$ cat config.mk
export PLATFORM = sky130hd
export DESIGN_NAME = icache_ctrl
export DESIGN_NICKNAME = d
export VERILOG_FILES = /design/src/rtl/icache_ctrl.sv
export SDC_FILE = /design/constraint.sdc
export NUM_CORES = 1
export LEC_CHECK = 0
export ABC_CLOCK_PERIOD_IN_PS = 6440
export CORE_ASPECT_RATIO = 1.5
export CORE_MARGIN = 1
export CORE_UTILIZATION = 40
export CTS_BUF_LIST = sky130_fd_sc_hd__clkbuf_2 sky130_fd_sc_hd__clkbuf_4 sky130_fd_sc_hd__clkbuf_8
export DETAILED_ROUTE_END_ITERATION = 6
export GPL_ROUTABILITY_DRIVEN = 1
export GPL_TIMING_DRIVEN = 0
export PLACE_DENSITY = 0.63
export SYNTH_ARGS = -nofsm -noshare
export SYNTH_HDL_FRONTEND = slang
export SYNTH_SLANG_ARGS = --single-unit
$ cat constraint.sdc
create_clock -name clk -period 6.44 [get_ports clk]
set_input_delay 0.644 -clock clk [delete_from_list [all_inputs] [get_ports clk]]
set_output_delay 0.644 -clock clk [all_outputs]
set_load 0.02 [all_outputs]
$ cat src/rtl/icache_ctrl.sv
// Direct-mapped 4-line instruction cache controller with request/ready refill and flush.
// Optional hit/miss statistics are built when ICACHE_STATS_EN is defined.
module icache_ctrl #(
    parameter int TAG_W = 28,
    parameter int LINES = 4
) (
    input  logic        clk,
    input  logic        reset,
    input  logic        fetch_req,
    input  logic [31:0] pc,
    input  logic        flush,
    output logic [31:0] instr,
    output logic        instr_valid,
    output logic        stall,
    output logic        mem_req,
    output logic [31:0] mem_addr,
    input  logic        mem_ready,
    input  logic [31:0] mem_data
`ifdef ICACHE_STATS_EN
    ,
    output logic [15:0] hit_count,
    output logic [15:0] miss_count
`endif
);

    typedef enum logic {
        IDLE   = 1'b0,
        REFILL = 1'b1
    } state_e;

    state_e           state_q;
    logic [LINES-1:0] valid_q;
    logic [TAG_W-1:0] tag_q  [LINES];
    logic [31:0]      data_q [LINES];
    logic             drop_q;
    logic             mem_req_q;
    logic [31:0]      mem_addr_q;

    logic [1:0]       idx;
    logic [1:0]       fill_idx;
    logic [TAG_W-1:0] pc_tag;
    logic [TAG_W-1:0] fill_tag;
    logic             hit;
    logic             miss;
    logic             unused_pc_bits;

    assign idx            = pc[3:2];
    assign pc_tag         = pc[31 -: TAG_W];
    assign fill_idx       = mem_addr_q[3:2];
    assign fill_tag       = mem_addr_q[31 -: TAG_W];
    assign unused_pc_bits = ^pc[1:0];

    // Outputs are gated by reset so the pipeline sees no stall or hit while reset is held.
    assign hit  = reset && fetch_req && (state_q == IDLE) && valid_q[idx] && (tag_q[idx] == pc_tag);
    assign miss = reset && fetch_req && (state_q == IDLE) && !hit;

    assign instr       = hit ? data_q[idx] : 32'h0;
    assign instr_valid = hit;
    assign stall       = miss || (state_q == REFILL);
    assign mem_req     = mem_req_q;
    assign mem_addr    = mem_addr_q;

    // Main FSM: the fill write is placed after the flush clear so the filled line's
    // valid bit reflects drop/flush rather than being wiped unconditionally.
    always_ff @(posedge clk or negedge reset) begin
        if (!reset) begin
            state_q    <= IDLE;
            valid_q    <= '0;
            drop_q     <= 1'b0;
            mem_req_q  <= 1'b0;
            mem_addr_q <= 32'h0;
            for (int i = 0; i < LINES; i++) begin
                tag_q[i]  <= '0;
                data_q[i] <= 32'h0;
            end
        end else if (state_q == IDLE) begin
            if (flush) begin
                valid_q <= '0;
            end
            if (miss) begin
                mem_addr_q <= {pc[31:2], 2'b00};
                mem_req_q  <= 1'b1;
                state_q    <= REFILL;
            end
        end else begin
            if (flush) begin
                valid_q <= '0;
                drop_q  <= 1'b1;
            end
            if (mem_ready) begin
                tag_q[fill_idx]   <= fill_tag;
                data_q[fill_idx]  <= mem_data;
                valid_q[fill_idx] <= !(drop_q || flush);
                drop_q            <= 1'b0;
                mem_req_q         <= 1'b0;
                state_q           <= IDLE;
            end
        end
    end

`ifdef ICACHE_STATS_EN
    logic [15:0] hit_count_q;
    logic [15:0] hit_count_d;
    logic [15:0] miss_count_q;
    logic [15:0] miss_count_d;
    logic        retry_q;

    // The retry hit following a fill is the tail of a miss, so it is not counted as a hit.
    always_comb begin
        hit_count_d  = hit_count_q;
        miss_count_d = miss_count_q;
        if (hit && !retry_q && (hit_count_q != 16'hFFFF)) begin
            hit_count_d = hit_count_q + 16'd1;
        end
        if (miss && (miss_count_q != 16'hFFFF)) begin
            miss_count_d = miss_count_q + 16'd1;
        end
    end

    always_ff @(posedge clk or negedge reset) begin
        if (!reset) begin
            hit_count_q  <= 16'h0;
            miss_count_q <= 16'h0;
            retry_q      <= 1'b0;
        end else begin
            hit_count_q  <= hit_count_d;
            miss_count_q <= miss_count_d;
            if (state_q == REFILL && mem_ready) begin
                retry_q <= 1'b1;
            end else if (state_q == IDLE) begin
                retry_q <= 1'b0;
            end
        end
    end

    assign hit_count  = hit_count_q;
    assign miss_count = miss_count_q;
`endif

endmodule

==> flow_summary.ini <==
[outcome]
run_status = finished, final reports clean

[cts]
cts_tree = yes
ctsResizeCount = 0
cts_made_buffers = 45
clk_path_buf_depth = 3
cts_h_tree_depth = 2
cts.clk_slew.worst_paths_ns = 0.06
clk_latency_ns = 0.57
clock_sink_count = 277
post_cts_buffers = 0
ctsRootBufferMaster = clkbuf_8
cts_hold_buf = 0

[layout]
multi_input_comb_area_um2 = 5410
sequential_cell_area_um2 = 6930
layout.cells.most_common = dfrtp_1
synthToLayoutAreaGrowth_pct = 22.2
layout_nets = 1067
fillers = 2765
drive_gt1_share_pct = 40.4
commonest_cells_after_routing_fill_and_taps_aside = 277 x dfrtp_1, 242 x mux2_2, 128 x clkdlybuf4s50_1
antenna-diode-count = 0

[sta]
maxSlewHeadroom_pct = 38.0
fin_worst_skew_ns = 0.0167
worst_slew_pin_slew_ns = 0.930
fmax_ghz = 0.208
timing.final.crit_period_ns = 4.82
setup_viol_count_final = 0
timing.hold.ws_ns = 0.136
final.setup.worst_slack_ns = 1.62
timing.final.max_slew_violations = 0
finalHoldViolCount = 0
rsz0062_at_grt = false
min_period_over_period_pct = 74.8

[detailed_routing]
postRouteAntennaNets = 0
drt-pass1-iter-count = 4
route.detailed.vias_per_inst = 5.24
starting_drt_drc_count = 283
drc = 0
total_via_count_after_detailed_routing = 7501
totalWireLength_mm = 29.5
route.detailed.wl_per_inst_um = 20.6

[yosys]
netlist_top_cells_area = dfrtp_1 55%, mux2_2 22%, mux4_2 9.1%
syn-cell-area_um2 = 12600
synth_cell_types = 45
synth-seq-area-share_pct = 55.0
synth_edf_count = 0
yosys_warnings = 0
yosys_register_bits = 277
syn_area_per_cell_um2 = 15.4
synthArstFlopShare_pct = 100
ys_dominant_reg_cell = dfrtp_1
synth_top_area_cell = dfrtp_1
yosys.area.top_type_share_pct = 55.0
syn-instance-count = 818

[grt]
grt_antenna_before_repair = 0
grt_first_pass_wirelength_mm = 46.8
grt_start_max_net_pins = 109
grt-ovfl-total = 0
globalRouteTotalUtil_pct = 19.2
vias_in_the_first_global_route = 8004

[die]
ios = 136
fp.dieArea_um2 = 32200
rows = 79
coreArea_um2 = 31000
initial_utilization_pct = 40.6
die-height_um = 219
chipWidth_um = 147

[pwr]
pwr-share-clk_pct = 25.0
switchingPower_uw = 1710
worst_ir_drop_vdd_v = 0.000149
share_seq_of_total_power_pct = 47.5
power.share.combinational_pct = 27.5
p_int_uw = 4540
power.density_cell_area_nw_per_um2 = 406
p_leak_uw = 0.00654
switching_share_pct = 27.4

[critical_path]
critPathCaptureType = output pin
cp_data_required_time_ns = 5.80
critical_path_class = in -> out
timing.critical_path.fanout_max = 108
worst_ep_arrival_time_ns = 4.17
startpoint_type = primary input
r2r_slack_ns = 3.56

[place]
place_congestion = 0.844
io_buffer_count = 129
place_ws_ns = 1.53
dp.final_hpwl_mm = 20.5

[flow_run]
drv.max_cap_violation_count = 0

[hold_path]
hold_class = in -> async
sequential cells by signal, indices dropped and copies added, names as in the netlist:
name and flops:
mem_req 1, valid_q 4, tag_q 112, mem_addr 30, data_q 128, state_q 1
drop_q 1
power groups by stage:
stage	clock network (uW)	registers (uW)	logic, uW
finish	1560	2960	1720
global route	1700	3080	1850
CTS	1620	2970	1750
detailed placement	0	3000	1740
global placement	0	2980	1700
floorplan	0	2890	1280
logic make-up after synthesis:
kind of cell	count (synthesis)	synth area share, %
other cells	1	0.0297
flops	277	55.0
buf+inv	54	2.17
mux	340	35.3
simple gates	91	4.15
xor+xnor	19	1.32
compound gates	36	2.03
synth_stat cells (all sizes together) (6+ instances only):
library cell / instances
o21ai: 8
a21oi: 8
nor2: 9
xnor2: 16
mux4: 51
nand4: 6
mux2: 269
buf: 18
mux2i: 20
clkbuf: 31
nand2: 18
nor2b: 35
dfrtp: 277
cell type report:
| class | count | area share, % |
|---|---|---|
| clock inverters | 5 | 0.341 |
| inverters | 5 | 0.122 |
| clock buffers | 70 | 5.61 |
| repair buffers | 132 | 8.85 |
| flip-flops and latches | 277 | 45.0 |
| well taps | 405 | 3.29 |
| multi-input cells | 488 | 35.1 |
| plain buffers | 49 | 1.66 |
critical path: stages:
cell             delay (ns)
buf_8                  0.57
buf_16                 0.40
and3_1                 0.31
nor4b_1                0.24
nand4_1                0.14
or4_4                  0.61
buf_2                  0.23
nor2b_1                0.25
clkdlybuf4s50_1        0.65
worst paths after layout:
path                                start           end  cells past startpoint
min in group clk                data_q[9]     data_q[9]                      1
worst min register to register  data_q[9]     data_q[9]                      1
worst max register to register  tag_q[36]  mem_addr[20]                      8
max in group asynchronous           reset   data_q[126]                      2
worst min-delay path                reset  mem_addr[17]                      1
worst max-delay path                reset     instr[29]                      9
stage by stage:
step / utilization [%] / power, uW / area [um2] / setup TNS [ns] / cells
final: 49.6 / 6250 / 15400 / 0 / 1431
after global routing: 49.6 / 6630 / 15400 / 0 / 1431
after CTS: 49.6 / 6330 / 15400 / 0 / 1431
after detailed placement: 46.7 / 4740 / 14500 / 0 / 1356
after global placement: 46.4 / 4670 / 14400 / -2556.66 / 1353
after floorplan: - / 4180 / 12600 / 0 / 819
per-layer routing:
layer  global-route usage (%)  vias to the layer above  wire length (um)
li1                         -                     3366                 -
met1                     22.9                     3930             11700
met2                     34.1                      147             15700
met3                     3.68                       58              1180
met4                     7.04                        0               883
met5                        0                        -                 0
Note: power is estimated with default switching activity, not from simulation.
